`src/rtl/serial_sub_sequencer.sv`:
```
// serial_sub_sequencer
// Bit-serial driver for an external 1-bit full-subtractor stage. Latches two
// WIDTH-bit operands plus an initial borrow, walks the stage LSB first, and
// returns the assembled difference and final borrow with a one-cycle valid.
//
// state   | meaning
// --------+-----------------------------------------------------------
// S_IDLE  | waiting for start; ready high, stage inputs held at 0
// S_SHIFT | one bit pair per clock through the stage, idx = bit index
module serial_sub_sequencer #(
  parameter int WIDTH = 4
) (
  input  logic             clk_i,
  input  logic             rst_i,
  input  logic             start_i,
  input  logic [WIDTH-1:0] a_i,
  input  logic [WIDTH-1:0] b_i,
  input  logic             bin_i,
  output logic             ready_o,
  output logic             stg_a_o,
  output logic             stg_b_o,
  output logic             stg_bin_o,
  input  logic             stg_d_i,
  input  logic             stg_bout_i,
  output logic [WIDTH-1:0] diff_o,
  output logic             bout_o,
  output logic             valid_o
);

  localparam int CNT_W = (WIDTH > 1) ? $clog2(WIDTH) : 1;

  localparam logic [0:0] S_IDLE  = 1'b0;
  localparam logic [0:0] S_SHIFT = 1'b1;

  localparam logic [CNT_W-1:0] IDX_LAST = CNT_W'(WIDTH - 1);
  localparam logic [CNT_W-1:0] IDX_ONE  = CNT_W'(1);

  logic [0:0]       state_q, state_d;
  logic [CNT_W-1:0] idx_q,   idx_d;
  logic [WIDTH-1:0] a_q,     a_d;
  logic [WIDTH-1:0] b_q,     b_d;
  logic             brw_q,   brw_d;
  logic [WIDTH-1:0] acc_q,   acc_d;
  logic [WIDTH-1:0] diff_q,  diff_d;
  logic             bout_q,  bout_d;
  logic             valid_q, valid_d;

  // Next-state logic: accept in IDLE, collect one stage result per SHIFT cycle.
  // diff is loaded from acc_d so the final bit lands in the same edge and the
  // output never shows a partially built word.
  always_comb begin
    state_d = state_q;
    idx_d   = idx_q;
    a_d     = a_q;
    b_d     = b_q;
    brw_d   = brw_q;
    acc_d   = acc_q;
    diff_d  = diff_q;
    bout_d  = bout_q;
    valid_d = 1'b0;
    case (state_q)
      S_IDLE: begin
        if (start_i) begin
          a_d     = a_i;
          b_d     = b_i;
          brw_d   = bin_i;
          idx_d   = '0;
          state_d = S_SHIFT;
        end
      end
      S_SHIFT: begin
        acc_d[idx_q] = stg_d_i;
        brw_d        = stg_bout_i;
        idx_d        = idx_q + IDX_ONE;
        if (idx_q == IDX_LAST) begin
          idx_d   = '0;
          diff_d  = acc_d;
          bout_d  = stg_bout_i;
          valid_d = 1'b1;
          state_d = S_IDLE;
        end
      end
      default: state_d = S_IDLE;
    endcase
  end

  // State registers with synchronous reset; reset mid-operation discards it.
  always_ff @(posedge clk_i) begin
    if (rst_i) begin
      state_q <= S_IDLE;
      idx_q   <= '0;
      a_q     <= '0;
      b_q     <= '0;
      brw_q   <= 1'b0;
      acc_q   <= '0;
      diff_q  <= '0;
      bout_q  <= 1'b0;
      valid_q <= 1'b0;
    end else begin
      state_q <= state_d;
      idx_q   <= idx_d;
      a_q     <= a_d;
      b_q     <= b_d;
      brw_q   <= brw_d;
      acc_q   <= acc_d;
      diff_q  <= diff_d;
      bout_q  <= bout_d;
      valid_q <= valid_d;
    end
  end

  // Stage drive is forced to 0 outside SHIFT so the stage sees a quiet input.
  always_comb begin
    stg_a_o   = 1'b0;
    stg_b_o   = 1'b0;
    stg_bin_o = 1'b0;
    if (state_q == S_SHIFT) begin
      stg_a_o   = a_q[idx_q];
      stg_b_o   = b_q[idx_q];
      stg_bin_o = brw_q;
    end
  end

  assign ready_o = (state_q == S_IDLE);
  assign diff_o  = diff_q;
  assign bout_o  = bout_q;
  assign valid_o = valid_q;

endmodule

```
`config.mk`:
```
export PLATFORM = sky130hd
export DESIGN_NAME = serial_sub_sequencer
export DESIGN_NICKNAME = d
export VERILOG_FILES = /design/src/rtl/serial_sub_sequencer.sv
export SDC_FILE = /design/constraint.sdc
export NUM_CORES = 1
export LEC_CHECK = 0
export CAP_MARGIN = 15
export CORE_ASPECT_RATIO = 1.75
export CORE_MARGIN = 2
export CORE_UTILIZATION = 43
export CTS_CLUSTER_DIAMETER = 100
export CTS_CLUSTER_SIZE = 8
export DETAILED_ROUTE_END_ITERATION = 8
export PLACE_DENSITY = 0.82
export SLEW_MARGIN = 20
export SYNTH_ARGS = -nofsm -noshare
export SYNTH_HDL_FRONTEND = slang
export SYNTH_SLANG_ARGS = --single-unit
```
`constraint.sdc`:
```
create_clock -name clk_i -period 1.71 [get_ports clk_i]
set_input_delay 0.513 -clock clk_i [delete_from_list [all_inputs] [get_ports clk_i]]
set_output_delay 0.513 -clock clk_i [all_outputs]
set_load 0.02 [all_outputs]
```
# Word-level counts from Yosys, hierarchy flattened
# Index checks and enable logic that the tools add are counted.
[totals] inputBits=14 reg_bits=22 elab_cells=38 output_inout_bits=10
[op_classes] add_sub_neg=1 n_reduce_logical=4 n_mux=19 n_lt_le_gt_ge=2 bitwise=1 n_eq_ne=2
[ops] op="1-bit 2-to-1 mux" n=10
[ops] op="1-bit binary-select mux with 2-bit select" n=2
[ops] op="4-bit bitwise mux" n=1
[ops] op="2-bit 2-to-1 mux" n=2
[ops] op="1-bit one-hot mux with 2 select lines" n=2
[ops] op="2-bit one-hot mux with 2 select lines" n=1
[ops] op="2-bit AND reduction" n=2
[ops] op="2-bit by 3-bit < comparator with 1-bit output, second input constant" n=1
[ops] op="2-bit by 1-bit adder with 2-bit output, second input constant" n=1
[ops] op="1-bit demux with 2-bit select" n=1
[ops] op="2-bit == test, second input constant" n=1
[ops] op="2-bit by 1-bit greater-or-equal comparator with 1-bit output, second input constant" n=1
[ops] op="2-bit inequality test, second input constant" n=1
[ops] op="2-bit OR reduction" n=1
[ops] op="1-bit logical AND" n=1
[ops] op="1-bit inverter" n=1

# Longest topological paths before layout
# Gate-level depths: netlist of run 1.
[logic_depth] ltp_word=5 depth_mapped=5 ltp_nobuf=5

# Worst setup path before layout of run 1
# No wires, ideal clock.
[synth_timing] path_type="flip-flop to output port" from="reg idx_q[0]" to="out stg_a_o" n_path_buf=0 stages_incl_launch_ff=3 path_slack_ps=-24 t_required_ps=1197 arrival_time_ps=1221 cell_sequence="dfxtp_1 > mux4_1 > and2_1"
[synth_between] elab_chain_cells=3
[synth_rtl] item="from (decl)" line="39" source="logic [CNT_W-1:0] idx_q, idx_d;"
[synth_rtl] item="from (signal assigned)" line="101" source="idx_q <= idx_d;"
[synth_rtl] item="1-bit binary-select mux with 2-bit select" line="118" source="stg_a_o = a_q[idx_q];"
[synth_rtl] item="1-bit 2-to-1 mux (implied by the code)" line="118"
[synth_rtl] item="1-bit 2-to-1 mux" line="117" source="if (state_q == S_SHIFT) begin"
[synth_rtl] item="to (decl)" line="20" source="output logic stg_a_o,"
# No other way between the ends. The select of a mux whose other input is x is not followed.

# Worst setup path after layout of run 1
# Same ends and word-level chain as after synthesis.

==> results of run 1 <==
==> cell type report <==
class                      count  share of cell area [%]
inverter                       3                   0.836
sequential                    22                    33.3
timing repair buffer          32                    22.8
clock buffer                   4                    4.09
multi-input combinational     81                    36.7
tap                           25                    2.32
==> layout by cell type, fill, tap and decap left out, types with 3 or more instances in the layout <==
master	instances
sky130_fd_sc_hd__a211oi_1	4
sky130_fd_sc_hd__a21oi_1	16
sky130_fd_sc_hd__buf_4	8
sky130_fd_sc_hd__clkbuf_8	4
sky130_fd_sc_hd__clkdlybuf4s50_1	13
sky130_fd_sc_hd__dfxtp_1	20
sky130_fd_sc_hd__dlygate4sd2_1	7
sky130_fd_sc_hd__ha_1	5
sky130_fd_sc_hd__inv_1	3
sky130_fd_sc_hd__mux2i_1	5
sky130_fd_sc_hd__nand2_1	26
sky130_fd_sc_hd__nand3_1	4
sky130_fd_sc_hd__nor2_1	9
==> stage by stage <==
step           area (um^2)  setup WS, ns  hold WS, ns
6_report              1350        -0.217        0.460
5_1_grt               1350        -0.250        0.478
4_1_cts               1340        -0.227        0.460
3_5_place_dp          1290        -0.408        0.449
3_3_place_gp          1290        -0.380        0.438
2_1_floorplan          990        0.0556        0.432
==> report_power, final <==
| part | total [mW] | leakage [nW] | internal, mW | switching, mW |
|---|---|---|---|---|
| Sequential | 0.549 | 0.181 | 0.532 | 0.0176 |
| Combinational | 0.153 | 0.356 | 0.0850 | 0.0684 |
| Clock | 0.375 | 0.0288 | 0.206 | 0.170 |
| Total | 1.08 | 0.566 | 0.823 | 0.256 |
==> layer usage <==
metal | share of wire, % | vias to the layer above | track usage, %
li1 | - | 433 | -
met1 | 38 | 398 | 16.9
met2 | 56 | 17 | 31.7
met3 | 2.8 | 5 | 3.95
met4 | 2.9 | 0 | 12.5
met5 | 0 | - | 0
==> cell families (layout without fill, tap and decap cells) <==
logic type	after synthesis	count (layout)
flip-flops	22	22
AO/OA/AOI/OAI	20	20
multiplexers	8	8
adder cells (fa/ha/maj)	5	5
AND/OR/NAND/NOR	48	48
buffers and inverters	11	39
==> flip-flops by register name, indices dropped and copies added, names as in the netlist, 2 cells and up <==
register / count
diff_o: 4
idx_q: 2
b_q: 4
acc_q: 4
a_q: 4
==> what timing repair did <==
action,in CTS,in global routing
endpoints found under the setup margin,9,3
pin swaps,2,0
hold buffers,0,0
setup buffers,0,0
resized for setup,26,1
gates cloned,0,0
==> tightest hold or removal path: cells and delay by family, from the launching register on <==
family,cells,cell delay (ns)
DFF,1,0.32
AOI/OAI and AO/OA,1,0.05
and+or+nand+nor,1,0.05
==> final timing paths <==
check                           startpoint  endpoint  slack (ns)  cells past startpoint
worst max-delay path              idx_q[0]   stg_a_o       -0.22                      3
worst min-delay path              acc_q[0]  acc_q[0]        0.46                      2
worst max register to register    idx_q[1]    bout_o        0.29                      5
worst min register to register    acc_q[0]  acc_q[0]        0.46                      2
==> results.txt, run 1 <==
----------------------------------------------------
[STA]
  Post-layout worst setup margin ... -0.217 ns
  Count of endpoints failing hold in the final timing report ... 0
  Minimum period implied by the final worst setup slack ... 1.93 ns
  Total count of max-transition violations in the final report ... 0
  Final Cycle Share ... 113%
  Remaining max-slew budget at the tightest pin ... about 77%
  Clock Skews ... 0.00305 ns
  Worst Tran Pin Value ... 0.347 ns
  Sum of negative setup slack ... -0.423 ns
  Unrepaired setup endpoints after global routing ... yes
  Setup violations, final ... 2
  Maximum operating frequency ... 0.519 GHz

[Cells and area]
  Antenna cell count ... 0
  Multi-input logic area ... 494 um^2
  Syn-to-layout area delta ... 36.2%
  Layout cells sized above 1 ... 15.5%
  Storage cell area ... 448 um^2
  Final #Nets ... 162
  Final-layout fill cell count ... 199
  Fraction of the core area covered by cells at the end of the flow ... 60.0%
  Fin cells ... 167

[Synthesis]
  Distinct cells, synth ... 18
  Post-synthesis instance total ... 114
  Average cell area after synthesis ... roughly 8.7 um^2
  Adder-Cell Fraction of Synth Area ... 6.33%
  Area fraction of the dominant cell type after synthesis ... roughly 45%
  Simple-gate share of the synthesized area ... 21.3%
  Prevailing post-synth register cell ... sky130_fd_sc_hd__dfxtp_1
  Proportion of synthesized chip area in sequential cells ... 44.6%
  List of most frequent post-synthesis cells ... sky130_fd_sc_hd__nand2_1 (26), sky130_fd_sc_hd__dfxtp_1 (22), sky130_fd_sc_hd__a21oi_1 (16)
  Share of the synthesized area in compound gates (AO/OA/AOI/OAI) ... 11.1%
  Number of nets in the synthesized netlist ... 133
  Top cell type by total area after synthesis ... sky130_fd_sc_hd__dfxtp_1
  Number of synthesized register bits ... 22
  Xor-xnor portion of the synthesized cell area ... 0%
  Leading cell type by number of instances after synthesis ... sky130_fd_sc_hd__nand2_1
  Post-Synthesis Cell Area ... 988 um^2
  Multiplexer fraction of the synthesized cell area ... 11.5%
  Combinational family with the most area after synthesis ... simple AND/OR/NAND/NOR gates
  Fraction of registers with async set/reset ... 0%
  Number of enable flip-flop cells after synthesis ... 0
  Ranking of synthesized cells by area ... sky130_fd_sc_hd__dfxtp_1 (45%), sky130_fd_sc_hd__nand2_1 (9.9%), sky130_fd_sc_hd__a21oi_1 (8.1%)
  Synthesis Warnings ... 0

[Detailed routing]
  DRC Markers ... 0
  Total number of vias ... 853
  Pre-Repair DR Iteration Count ... 3
  Vias per Instance ... 5.11
  Number of violations reported at the end of detailed-routing iteration 0 ... 10
  Wire length reported by the detailed router ... 2080 um
  Remaining number of nets flagged by the antenna check after routing ... 0
  Per-cell routed wire length ... around 12 um

[Job]
  # Max-Cap Violations ... 0

[Power and ir drop]
  Power per standard cell area ... between 800 and 900 mW/mm^2
  Overall Power ... between 1 and 1.5 mW
  Maximum resistive drop on vdd ... between 0.0004 and 0.0005 V
  Static Leakage ... approximately 0.57 nW

[Critical path]
  Worst Path Class, Setup ... reg2out
  CP bufs+invs ... 1
  Largest fanout on the critical path ... 4
  Library cell contributing the largest single delay on the critical path ... sky130_fd_sc_hd__mux4_2
  Worst EP required ... about 1.2 ns
  Crit start category ... register
  Critical Path Max Stage Delay ... about 0.5 ns
  CP Cell Sequence ... mux4_2, and2_4, buf_6
  Arrival time of the worst setup path ... 1.41 ns
  Element type at the critical path end ... output pin
  Family of cells with the greatest summed delay on the critical path ... multiplexers

[Global route]
  GRT Overall Usage ... 18.0%
  Overall overflow remaining after global route ... 0
  Vias in the first global route ... 799
  Antenna violations before repair ... 0
  First-pass GRT wire length ... 3300 um
  Maximum number of pins on one net before global-route repair ... 23

[Placed design]
  Placed wire-length estimate after detailed placement ... 1530 um
  Final weighted congestion in routability-driven placement ... 0.766
  Cell count after placement ... 163
  Input/output buffers ... 23

[Die]
  Site row count ... 23
  Floorplan core area ... 0.00224 mm^2
  Height of the die ... around 67 um
  Chip width ... 40.2 um
  Number of ports placed on the die boundary ... 24
  Starting density of the core ... 44.0%
  Die area ... between 0.002 and 0.003 mm^2

[CTS]
  Clock buffer count from CTS ... 3
  Source-to-sink clock delay at the later pin of the worst-skew pair ... 0.27 ns
  CTS root buffer ... sky130_fd_sc_hd__clkbuf_8
  Max Buffers Root-to-Sink ... 2
  CTS tree ... built
  Clock slew at reported path FFs ... around 0.080 ns
  CTS sink count ... 22
  Number of levels in the clock H-tree ... 1

[Min path]
  Hold WC Path Type ... reg2reg

[Status]
  Result of the run ... finished, violations left
  Violated checks ... negative setup slack

----------------------------------------------------
Power figures use the tool's default switching activity.
==> run 2, diff against run 1 <==
- MAX_ROUTING_LAYER: not set -> met4
- SKIP_CTS_REPAIR_TIMING: not set -> 1
==> results.txt, run 2 (same netlist as run 1, synthesis figures left out) <==
----------------------------------------------------
[Detailed routing]
  Detail Route met2 WL ... 1190 um (+2.1%)
  Wire length reported by the detailed router ... 2100 um (+1.2%)
  Uppermost metal layer occupied by signal nets ... met4
  Per-cell routed wire length ... 12.6 um (+1.2%)
  Vias per Instance ... 5.13 (+0.35%)
  Number of violations reported at the end of detailed-routing iteration 0 ... 8 (-2)
  Routed metal-1 wirelength ... 782 um (-0.64%)
  Total number of vias ... 856 (+0.35%)
  DRC Markers ... 0 (unchanged)
  DR WL met3 ... 66 um (+14%)
  Remaining number of nets flagged by the antenna check after routing ... 0 (unchanged)
  Pre-Repair DR Iteration Count ... 3 (unchanged)

[Die]
  Floorplan core area ... 0.00224 mm^2 (unchanged)
  Chip width ... 40.2 um (unchanged)
  Number of ports placed on the die boundary ... 24 (unchanged)
  Height of the die ... 67.4 um (unchanged)
  Die area ... 0.00271 mm^2 (unchanged)
  Site row count ... 23 (unchanged)
  Starting density of the core ... 44.0% (unchanged)

[Placed design]
  Input/output buffers ... 23 (unchanged)
  Cell count after placement ... 163 (unchanged)
  Placed wire-length estimate after detailed placement ... 1530 um (unchanged)
  Worst-case setup slack after placement ... -0.408 ns (unchanged)
  Final weighted congestion in routability-driven placement ... 0.776 (+1.3%)

[Job]
  # Max-Cap Violations ... 0 (unchanged)

[STA]
  Unrepaired setup endpoints after global routing ... yes
  Minimum period implied by the final worst setup slack ... 1.93 ns (+0.000674 ns)
  Worst Tran Pin Value ... 0.346 ns (-0.000308 ns)
  Post-layout worst setup margin ... -0.217 ns (-0.000674 ns)
  Maximum operating frequency ... 0.519 GHz (about the same)
  Final Cycle Share ... 113% (about the same)
  Total count of max-transition violations in the final report ... 0 (unchanged)
  Clock Skews ... 0.00377 ns (+0.000721 ns)
  Setup violations, final ... 2 (unchanged)
  Remaining max-slew budget at the tightest pin ... 76.9% (about the same)
  Count of endpoints failing hold in the final timing report ... 0 (unchanged)

[Cells and area]
  Multi-input logic area ... 494 um^2 (unchanged)
  Antenna cell count ... 0 (unchanged)
  Final #Nets ... 162 (unchanged)
  Syn-to-layout area delta ... 38.9%
  Fraction of the core area covered by cells at the end of the flow ... 61.1% (+1.2 points)
  Commonest non-fill, non-tap cells in the layout ... sky130_fd_sc_hd__nand2_1 (26), sky130_fd_sc_hd__dfxtp_1 (20), sky130_fd_sc_hd__a21oi_1 (16)
  Most common cell after layout, fill and taps aside ... sky130_fd_sc_hd__nand2_1
  Layout cells sized above 1 ... 15.5% (unchanged)
  Final-layout fill cell count ... 195 (-2.0%)
  Storage cell area ... 448 um^2 (unchanged)
  Fin cells ... 167 (unchanged)

[Status]
  Result of the run ... finished, violations left
  Violated checks ... negative setup slack

[Global route]
  GRT Overall Usage ... 18.4% (+0.47 points)
  Overall overflow remaining after global route ... 0 (unchanged)
  First-pass GRT wire length ... 3310 um (+0.21%)
  Maximum number of pins on one net before global-route repair ... 23 (unchanged)
  Antenna violations before repair ... 0 (unchanged)
  Vias in the first global route ... 804 (+0.63%)

[Critical path]
  Number of cells traversed by the worst register-to-register path ... 5 (unchanged)
  FF-to-FF End ... bout_o
  Worst Path Class, Setup ... reg2out
  Element type at the critical path end ... output pin
  Library cell contributing the largest single delay on the critical path ... sky130_fd_sc_hd__mux4_2
  Critical Path Max Stage Delay ... 0.50 ns (about the same)
  Worst EP required ... 1.20 ns (about the same)
  Largest fanout on the critical path ... 4 (unchanged)
  CP Cell Sequence ... mux4_2, and2_4, buf_6
  Flop2flop setup slack ... 0.29 ns (about the same)
  Reg-to-reg startpoint ... idx_q[1]
  Crit start category ... register
  Arrival time of the worst setup path ... 1.41 ns (about the same)

[Power and ir drop]
  Clock group share of total power ... 34.9% (about the same)
  Combinational cell fraction of total power ... 14.3% (about the same)
  Maximum resistive drop on vdd ... 0.000436 V (-2.1%)
  Proportion of total power due to net switching ... 23.8% (+0.083 points)
  P_sw ... 0.257 mW (+0.65%)
  Internal ... 0.824 mW (+0.19%)
  Static Leakage ... 0.653 nW (+16%)
  Power per standard cell area ... 788 mW/mm^2 (-1.6%)
  Seq pwr share ... 50.8% (-0.2 points)

[Min path]
  End point of the most critical hold path ... acc_q[0]
  Hold Path Depth ... 2 (unchanged)
  Worst min-delay path startpoint ... acc_q[0]
  Hold WC Path Type ... reg2reg

[CTS]
  Clock slew at reported path FFs ... 0.08 ns (about the same)
  CTS sink count ... 22 (unchanged)
  Max Buffers Root-to-Sink ... 2 (unchanged)
  CTS tree ... built
  Clock buffer count from CTS ... 3 (unchanged)
  Number of levels in the clock H-tree ... 1 (unchanged)
  CTS root buffer ... sky130_fd_sc_hd__clkbuf_8
  Source-to-sink clock delay at the later pin of the worst-skew pair ... 0.27 ns (about the same)

----------------------------------------------------
[run 2: final cells by class]
class                           count  area share (%)
Clock buffer                        4            4.01
Inverter                            3           0.820
Multi-Input combinational cell     81            36.0
Sequential cell                    22            32.6
Tap cell                           25            2.28
Timing Repair Buffer               32            24.2
[run 2: how the worst max path moves through the flow]
stage,from,endpoint,slack (ns),cells after the start
5_1_grt,idx_q[0],stg_a_o,-0.25,3
4_1_cts,idx_q[0],stg_a_o,-0.71,3
3_3_place_gp,idx_q[0],stg_b_o,-0.38,3
2_1_floorplan,idx_q[0],stg_a_o,0.06,2
6_report,idx_q[0],stg_a_o,-0.22,3
3_5_place_dp,idx_q[0],stg_a_o,-0.41,3
[run 2: power by group through the flow]
stage                     registers [mW]  logic [mW]  clock network, mW
after floorplan                    0.555      0.0842                  0
after global placement             0.559       0.148                  0
after detailed placement           0.561       0.152                  0
after CTS                          0.549       0.154              0.387
after global routing               0.552       0.171              0.406
final                              0.550       0.155              0.377
[run 2: per-layer routing]
metal	global-route usage, %	vias up
met5	-	-
met4	12.9	0
met3	3.95	5
met2	31.5	17
met1	16.9	401
li1	-	433
[run 2: critical path, delay by kind of cell (launching register included)]
family	cells	cell delay [ns]
mux	1	0.50
simple gates	1	0.15
flops	1	0.38
buf+inv	1	0.12
[run 2: metrics by stage]
stage	power [mW]	hold slack (ns)	setup TNS, ns	cell area (um^2)
after floorplan	0.639	0.432	0	990
final	1.08	0.460	-0.426	1370
after global placement	0.707	0.438	-0.865	1290
after global routing	1.13	0.478	-0.486	1370
after CTS	1.09	0.460	-2.17	1350
after detailed placement	0.713	0.449	-0.901	1290
==> RTL edit: new RTL, config.mk and constraints of run 1 <==
The parameter `WIDTH` goes from 4 to 8.
--- a/src/rtl/serial_sub_sequencer.sv
+++ b/src/rtl/serial_sub_sequencer.sv
@@ -8,7 +8,7 @@
 // S_IDLE  | waiting for start; ready high, stage inputs held at 0
 // S_SHIFT | one bit pair per clock through the stage, idx = bit index
 module serial_sub_sequencer #(
-  parameter int WIDTH = 4
+  parameter int WIDTH = 8
 ) (
   input  logic             clk_i,
   input  logic             rst_i,
Interface: changed (resized a_i, b_i and diff_o); port bits go from 24 to 36. The function was not compared with the original's and may differ.
==> RTL edit against run 1 <==
- the flow still finishes with violations (setup timing)
- via count increased by 90%
- final area is 83% higher
- routed wire length rose by 110%
- total power increased by 70%
- highest routed layer unchanged
- setup slack got worse by 0.048 ns
- count of clock-buffer cells in the layout is 2 higher
- sequential cell count rose by 17
- area after synthesis grew 78%
==> RTL edit: results (changes against run 1) <==
.. list-table::
   :header-rows: 1

   * - Metric
     - Value
   * - Status
     - finished, violations left
   * - Violations in the final reports
     - setup timing
   * - Worst reg-to-reg setup slack
     - 0.05 ns (-0.24 ns)
   * - Maximum number of pins on one net before global-route repair
     - 40 (+74%)
   * - Most frequent cells after synthesis
     - 39 x dfxtp_1, 39 x nand2_1, 31 x nor2_1, 21 x a21oi_1, 20 x mux2i_1
   * - Number of endpoints failing setup at the final stage
     - 2 (unchanged)
   * - Slowest-stage cell, CP
     - dfxtp_4
   * - Slack of the critical path
     - -0.265 ns (-0.0484 ns)
   * - Sequential fraction of the synthesis area
     - 0.444 (-0.00176)
   * - Count of routing violations after the opening detailed-route iteration
     - 40 (+30)
   * - Drt total wl
     - 4260 um (+110%)
   * - First-pass GRT wire length
     - 7030 um (+110%)
   * - Post-Place Cells
     - 301 (+85%)
   * - Port Buffer Count
     - 35 (+52%)
   * - Largest voltage drop on the vdd net
     - 656 uV (+47%)
   * - Leakage
     - 0.000987 uW (+74%)
   * - Hold Startpoint
     - b_q[1]
   * - Vias per cell
     - 5.19 (+1.6%)
   * - Hold EP
     - b_q[1]
   * - Insertion delay to the later sink of the worst-skew pair
     - 0.30 ns (+0.03 ns)
   * - Dominant cells by area after synthesis
     - dfxtp_1 44%, mux2i_1 11%, nand2_1 8.3%
   * - Final Wtd Congestion
     - 0.858 (+12%)
   * - Count of distinct cell types in the synthesized netlist
     - 29 (+11)
   * - Filler cell count
     - 324 (+63%)
   * - Final std cells w/o fill
     - 313 (+87%)
   * - Post-Place Cell Area
     - 2260 um^2 (+75%)
   * - Net count after synthesis
     - 237 (+78%)
   * - HPWL Detailed
     - 2800 um (+83%)
   * - Clock buffer count from CTS
     - 5 (+2)
   * - Share of final-layout standard cells stronger than drive strength 1
     - 0.223 (+0.0677)
   * - Delay of the slowest cell on the worst path
     - 0.39 ns (-0.11 ns)
-- RTL edit: changes by cell type after synthesis, sizes merged, moves of 3 or more --
| cell | run 1 | this run |
|---|---|---|
| a211oi | 4 | 8 |
| a21oi | 16 | 21 |
| a311oi | 0 | 3 |
| buf | 4 | 12 |
| dfxtp | 22 | 39 |
| mux2i | 5 | 20 |
| nand2 | 26 | 39 |
| nand2b | 2 | 5 |
| nor2 | 9 | 32 |
| nor3 | 0 | 5 |
-- RTL edit: worst max path at each step --
| stage | to | cells past startpoint | slack, ns |
|---|---|---|---|
| final | stg_a_o | 5 | -0.26 |
| after global routing | stg_b_o | 6 | -0.33 |
| after CTS | stg_b_o | 6 | -0.22 |
| after detailed placement | stg_a_o | 5 | -0.45 |
| after global placement | stg_b_o | 6 | -0.39 |
| after floorplan | stg_a_o | 5 | 0.01 |
-- RTL edit: cell families (layout without fill, tap and decap cells) --
logic type                 Yosys count  after routing  share of synthesized area
and+or+nand+nor                     96             96                      0.240
DFF                                 39             39                      0.444
AOI/OAI and AO/OA                   36             36                      0.123
muxes                               20             20                      0.114
buffers and inverters               18             71                     0.0576
adders and majority gates            3              3                     0.0213
-- RTL edit: repair_timing --
item | CTS | global route
hold buffers | 0 | 0
pin swaps | 4 | 5
setup endpoints to repair | 22 | 12
resized for setup | 41 | 9
setup buffers | 4 | 0
gates cloned | 0 | 1
-- RTL edit: area by class of cell --
type                    instances  share of cell area
multi-input cells             155               0.386
clock buffers                   6              0.0294
flip-flops and latches         39               0.321
clock inverters                 2             0.00507
inverters                       1             0.00152
well taps                      48              0.0243
repair buffers                 62               0.233
-- RTL edit: per-layer routing --
layer,routed length [um],vias up,GRT usage,part of all wire
li1,-,821,-,-
met1,1550,756,0.203,0.36
met2,2470,35,0.381,0.58
met3,110,12,0.0439,0.026
met4,139,0,0.119,0.033
met5,0,-,0,0
-- RTL edit: where the power goes --
group | switching (uW) | internal [uW] | total, uW
sequential | 25.4 | 938 | 964
clock | 321 | 285 | 605
combinational | 124 | 137 | 261
total | 470 | 1360 | 1830
-- RTL edit: worst reg2reg max path: stages (launching register included) --
cell and delay [ns]:
dfxtp_4 0.37, clkbuf_16 0.15, buf_4 0.15, ha_4 0.17
ha_1 0.18, and2_4 0.17, buf_8 0.13, mux2i_2 0.17
nor2_1 0.06
-- RTL edit: metrics by stage --
stage / total power [uW] / setup slack [ns] / hold slack (ns) / util / TNS [ns]
floorplan: 1110 / 0.0119 / 0.436 / - / 0
global placement: 1210 / -0.394 / 0.443 / 0.579 / -0.782
detailed placement: 1220 / -0.455 / 0.449 / 0.579 / -1.04
CTS: 1830 / -0.220 / 0.462 / 0.620 / -0.430
global route: 1910 / -0.327 / 0.477 / 0.633 / -0.634
finish: 1830 / -0.265 / 0.458 / 0.633 / -0.513
